`config.mk`:
```
export PLATFORM = sky130hd
export DESIGN_NAME = lut4_dffesr_cell
export DESIGN_NICKNAME = d
export VERILOG_FILES = /design/src/rtl/lut4_cell_pkg.sv /design/src/rtl/lut4_cell_ff.sv /design/src/rtl/lut4_cell_mux2.sv /design/src/rtl/lut4_dffesr_cell.sv
export SDC_FILE = /design/constraint.sdc
export NUM_CORES = 1
export LEC_CHECK = 0
export BUFFER_PORTS_ARGS = -buffer_cell sky130_fd_sc_hd__clkbuf_2
export CAP_MARGIN = 20
export CORE_AREA = 2 2 39 41
export DETAILED_ROUTE_END_ITERATION = 12
export DIE_AREA = 0 0 41 43
export PLACE_DENSITY = 0.52
export SYNTH_ARGS = -nofsm -noshare
export SYNTH_HDL_FRONTEND = slang
export SYNTH_SLANG_ARGS = --single-unit
```
`constraint.sdc`:
```
create_clock -name UserCLK -period 1.2 [get_ports UserCLK]
set_clock_uncertainty 0.15 [all_clocks]
set_input_delay 0.06 -clock UserCLK [delete_from_list [all_inputs] [get_ports UserCLK]]
set_output_delay 0.06 -clock UserCLK [all_outputs]
set_load 0.02 [all_outputs]
```
`src/rtl/lut4_cell_pkg.sv`:
```
// Configuration constants and decoded configuration record shared by the
// LUT4 + enable/set/reset flip-flop cell.
package lut4_cell_pkg;

  localparam int NO_CONFIG_BITS = 19;
  localparam int INIT_LSB       = 0;
  localparam int INIT_MSB       = 15;
  localparam int FF_BIT         = 16;
  localparam int I0MUX_BIT      = 17;
  localparam int SET_BIT        = 18;
  localparam int INIT_WIDTH     = INIT_MSB - INIT_LSB + 1;

  typedef struct packed {
    logic                  set_noreset;
    logic                  i0mux;
    logic                  ff;
    logic [INIT_WIDTH-1:0] init;
  } cfg_t;

  function automatic cfg_t decode_cfg(input logic [NO_CONFIG_BITS-1:0] bits);
    cfg_t c;
    c.init        = bits[INIT_MSB:INIT_LSB];
    c.ff          = bits[FF_BIT];
    c.i0mux       = bits[I0MUX_BIT];
    c.set_noreset = bits[SET_BIT];
    return c;
  endfunction

endpackage

```
`src/rtl/lut4_cell_ff.sv`:
```
// Cell storage flop: async active-low reset, synchronous SR with selectable
// set/clear value (SR beats EN), clock enable.
module lut4_cell_ff (
  input  logic clk,
  input  logic rst_n,
  input  logic sr_i,
  input  logic set_val_i,
  input  logic en_i,
  input  logic d_i,
  output logic q_o
);

  logic q_q;
  logic q_d;

  // NOTE: every path assigns q_d, starting from a hold default, so no latch is inferred.
  always_comb begin
    q_d = q_q;
    if (sr_i)      q_d = set_val_i;
    else if (en_i) q_d = d_i;
  end

  // NOTE: state is updated with non-blocking assignments only.
  always_ff @(posedge clk or negedge rst_n) begin
    if (!rst_n) q_q <= 1'b0;
    else        q_q <= q_d;
  end

  assign q_o = q_q;

endmodule

```
`src/rtl/lut4_cell_mux2.sv`:
```
// Team 2:1 mux cell; the LUT read tree is built from these.
module lut4_cell_mux2 (
  input  logic a_i,
  input  logic b_i,
  input  logic s_i,
  output logic y_o
);

  assign y_o = s_i ? b_i : a_i;

endmodule

```
`src/rtl/lut4_dffesr_cell.sv`:
```
// LUT4 with optional registered output (enable + sync set/reset) and carry.
// Define LUT4_CELL_CARRY_EN to enable the Ci->I0 mux and majority carry out.
module lut4_dffesr_cell
  import lut4_cell_pkg::*;
#(
  parameter int NoConfigBits = NO_CONFIG_BITS
) (
  input  logic                    UserCLK,
  input  logic                    resetn,
  input  logic                    I0,
  input  logic                    I1,
  input  logic                    I2,
  input  logic                    I3,
  input  logic                    Ci,
  input  logic                    EN,
  input  logic                    SR,
  output logic                    O,
  output logic                    Co,
  input  logic [NoConfigBits-1:0] ConfigBits
);

  cfg_t cfg;
  logic i0x;
  logic l;
  logic q;

  assign cfg = decode_cfg(ConfigBits[NO_CONFIG_BITS-1:0]);

`ifdef LUT4_CELL_CARRY_EN
  assign i0x = cfg.i0mux ? Ci : I0;
  assign Co  = (Ci & I1) | (Ci & I2) | (I1 & I2);
`else
  logic unused_carry;
  assign i0x          = I0;
  assign Co           = 1'b0;
  assign unused_carry = &{1'b0, Ci, cfg.i0mux};
`endif

  // Four-level mux2 tree: level k is steered by address bit k (I0x first).
  logic [7:0] lvl1;
  logic [3:0] lvl2;
  logic [1:0] lvl3;

  for (genvar k = 0; k < 8; k++) begin : g_lvl1
    lut4_cell_mux2 u_mux (.a_i(cfg.init[2*k]), .b_i(cfg.init[2*k+1]), .s_i(i0x), .y_o(lvl1[k]));
  end
  for (genvar k = 0; k < 4; k++) begin : g_lvl2
    lut4_cell_mux2 u_mux (.a_i(lvl1[2*k]), .b_i(lvl1[2*k+1]), .s_i(I1), .y_o(lvl2[k]));
  end
  for (genvar k = 0; k < 2; k++) begin : g_lvl3
    lut4_cell_mux2 u_mux (.a_i(lvl2[2*k]), .b_i(lvl2[2*k+1]), .s_i(I2), .y_o(lvl3[k]));
  end
  lut4_cell_mux2 u_mux_top (.a_i(lvl3[0]), .b_i(lvl3[1]), .s_i(I3), .y_o(l));

  lut4_cell_ff u_ff (
    .clk       (UserCLK),
    .rst_n     (resetn),
    .sr_i      (SR),
    .set_val_i (cfg.set_noreset),
    .en_i      (EN),
    .d_i       (l),
    .q_o       (q)
  );

  assign O = cfg.ff ? q : l;

endmodule

```
**Yosys cells after proc, flatten, opt, wreduce, memory -nomap -nowiden**

Index checks and enable logic that the tools add are counted.

- Bits in registers: 1
- Input port bits: 28
- Output and inout bits: 2
- Logic and storage cells: 20

- Muxes and demuxes: 18
- Reductions and logical operators: 1

Operator list:

| operator | number |
|---|---|
| $mux 1 | 18 |
| $reduce_bool 2->1 | 1 |

**Logic depth before layout (Yosys ltp)**

- Word-level depth: 6
- Gate-level depth with buffers: 4
- Mapped depth without buffers: 4

**Hierarchy**

From an unflattened synthesis, not the netlist that was laid out.

- Cell total of the unflattened synthesis: 22
- Area total of the unflattened synthesis: 295.3 µm²

Modules (own cells, without submodules):

| module | instances | cells an instance | area each (µm²) | seq. area each (µm²) |
|---|---|---|---|---|
| lut4_cell_mux2 | 15 | 1 | 15.0 | 0.0 |
| lut4_cell_ff | 1 | 4 | 43.8 | 25.0 |
| lut4_dffesr_cell | 1 | 3 | 26.3 | 0.0 |

**Worst setup path before layout**

Ideal clock, no wire load.

- Kind: in2reg
- Start: input I0
- End: register u_ff.q_q, in the netlist u_ff.q_o
- Setup time: 0.123 ns
- Data arrival time: 0.922 ns
- Data required time: 0.927 ns
- Path slack: 0.005 ns
- Cell stages on the path: 4
- Buffers on the path: 0
- Cells stage by stage: mux4_1 -> mux2i_1 -> mux2_4 -> o21ai_2

- Word-level cells in the longest chain between the ends: 6
- Elaborated cells on any way between the ends: 17
- Classes of those cells: mux (17)

RTL lines:

| item | line | text |
|---|---|---|
| start: declaration | lut4_dffesr_cell.sv:10 | `input logic I0,` |
| $mux 1 (3 in a row) | lut4_cell_mux2.sv:9 | `assign y_o = s_i ? b_i : a_i;` |
| $mux 1 (*) | lut4_cell_mux2.sv:9 |  |
| $mux 1 (*) | lut4_cell_ff.sv:20 | `else if (en_i) q_d = d_i;` |
| $mux 1 (*) | lut4_cell_ff.sv:19 | `if (sr_i) q_d = set_val_i;` |
| end signal: assignment | lut4_cell_ff.sv:26 | `else q_q <= q_d;` |
| end: declaration | lut4_cell_ff.sv:13 | `logic q_q;` |

Mark *: on every way between the ends. The rest lies on a longest branch, timed or not. The select of a mux whose other input is x is not followed.
A chain may end at the register's enable or synchronous reset.

**Worst setup path in the final report**

- Start: input I0
- End: output O

- Word-level cells in the longest chain between the ends: 5
- Elaborated cells on any way between the ends: 16
- Classes of those cells: mux (16)

RTL lines:

| item | line | text |
|---|---|---|
| $mux 1 (3 in a row) | lut4_cell_mux2.sv:9 |  |
| $mux 1 (*) | lut4_cell_mux2.sv:9 |  |
| $mux 1 (*) | lut4_dffesr_cell.sv:65 | `assign O = cfg.ff ? q : l;` |
| end: declaration | lut4_dffesr_cell.sv:17 | `output logic O,` |

Mark *: on every way between the ends. The rest lies on a longest branch, timed or not.

==> results.yml <==
floorplanning:
  die_area_um2: 1760
  rows: 14
  coreArea_um2: 1380
  fp.dieW_um: 41
  ioPinCount: 30
  die_h_um: 43
  initial_core_util: 0.156
drt:
  via_count: 241
  drt_iter0_markers: 4
  routed_via_density: 4.16
  drc: 0
  wl_per_cell_um: 9.78
  ant_nets: 0
  wl_um: 567
  dr.pass1.iters: 2
cts:
  clk_pin_slew_ns: 0
  clkLatencyLatePin_ns: 0
yosys:
  syn_area_um2: 216
  yosysWarnings: 0
  synth_compound_area_frac: 0.104
  synth_top_family_by_area: "multiplexers"
  synth_mux_area_frac: 0.647
  yosys_register_bits: 1
  synth_fa_ha_area_frac: 0
  synth_xor_area_frac: 0
  synth.net_count: 44
  synth_cell_types: 11
  seq_area_frac_synth: 0.116
  yosys.area_share.simple: 0.0809
  synth.avg_cell_area_um2: 13.5
  syn_inst: 16
worst_hold_path:
  min_path_type: "input port to flip-flop"
place:
  place_congestion: 0.611
  placedCellCount: 57
  port_buffers: 26
  detailed_place_hpwl_um: 538
finish:
  regArea_um2: 25.0
  largest_reg_flops: 1
  post-route-util: 0.277
  synthToLayoutAreaGrowth_pct: 76.9
  antenna_cells: 0
  final_cells: 58
  nFillCells: 147
  multi_input_area_um2: 169
  nets: 72
  drive_gt1_frac: 0.786
critical_path:
  worstPathCellList: "clkbuf_16, mux4_2, mux2i_1, mux2_4, o21ai_2, clkbuf_8"
  start_kind: "input port"
  crit_type: "input port to primary output"
  crit_path_max_incr_delay_ns: 0.49
  critPathSlowestCell: "mux4_2"
  required_ns: 0.99
  worstPathMaxFanout: 4
  crit_arrival_ns: 1.18
  cp-end-kind: "primary output"
status:
  outcome: "finished with violations"
  violations: "setup timing"
timing:
  whs_ns: 0.143
  setup_viol: 2
  finalMaxSlewViolations: 0
  setup_ws_ns: -0.192
  period_needed_ns: 1.39
  rsz0062_at_grt: "true"
  finalCritPeriodShare: 1.16
  fmax_mhz: 718
  finalHoldViolCount: 0
global_routing:
  antenna_found_initial: 0
  grt_pass1_wl_um: 814
  grtUsageTotal: 0.0626
  overflow: 0
  grt_max_degree: 5
  grt_pass1_vias: 244
job:
  maxCapViolCount: 0
pwr:
  power_uw: 175
  peakVddDrop_mv: 0.149
  p_leak_uw: 0.000196
  p_per_area_nw_per_um2: 456
[synth_stat cells]
cell type	number	share of area
nand2_1	1	0.017
dfrtp_1	1	0.12
nor3b_1	1	0.035
o21ai_2	2	0.081
nand2b_1	1	0.029
conb_1	1	0.017
buf_4	1	0.035
a21oi_1	1	0.023
mux4_1	4	0.49
mux2_4	1	0.069
mux2i_1	2	0.092
[routing by layer]
metal  global-route usage  share of wire  vias to the layer above
li1                     -              -                      116
met1               0.0787           0.38                       97
met2                0.103           0.37                       28
met3               0.0262           0.25                        0
met4                    0              0                        0
met5                    0              0                        -
[per-stage QoR]
step	TNS (ns)	worst slack (ns)	cell area (µm²)
floorplan	0	0.00542	216
global placement	-0.513	-0.292	359
detailed placement	-0.542	-0.306	359
CTS	-0.332	-0.206	383
global route	-0.407	-0.246	383
finish	-0.304	-0.192	383
[cell type report]
cell class | instances | share of cell area
flip-flops and latches | 1 | 0.0654
repair buffers | 27 | 0.441
multi-input cells | 14 | 0.441
well taps | 16 | 0.0523
[cells in the final DEF, fill, tap and decap left out]
cell,n
clkbuf_8,1
conb_1,1
mux2_4,1
dlygate4sd3_1,1
a21oi_1,1
clkbuf_16,1
nor3b_1,1
nand2b_1,1
mux2i_1,2
o21ai_2,2
nand2_1,1
mux4_2,4
dfrtp_1,1
clkbuf_2,24
[worst max-delay path: cells and delay by family]
family | cells | cell delay, ns
mux | 3 | 0.81
buf+inv | 2 | 0.25
compound gates | 1 | 0.05
[final timing paths]
check / cells past startpoint / end / slack, ns / from
worst max-delay path: 6 / O / -0.19 / I0
worst min-delay path: 3 / u_ff.q_o / 0.14 / ConfigBits[18]
worst max register to register: 3 / u_ff.q_o / 0.21 / u_ff.q_o
worst min register to register: 3 / u_ff.q_o / 0.53 / u_ff.q_o
max in group asynchronous: 2 / u_ff.q_o / 0.58 / resetn
min in group asynchronous: 2 / u_ff.q_o / 0.23 / resetn
[power by group]
part	switching (µW)	total, µW	internal, µW
registers	2.06	40.3	38.2
clock network	0	0	0
logic	46.8	134	87.5
[repair_timing]
action / in CTS / in global routing
setup buffers: 0 / 0
setup endpoints to repair: 2 / 2
endpoints found under the hold margin: 1 / 0
pin swaps: 1 / 0
hold buffers: 1 / 0
resized for setup: 9 / 0
[cells by family after synthesis]
group                  after synthesis
flip-flops                           1
multiplexers                         7
buffers and inverters                1
other                                1
AO/OA/AOI/OAI                        3
AND/OR/NAND/NOR                      3
Power figures use the tool's default switching activity.
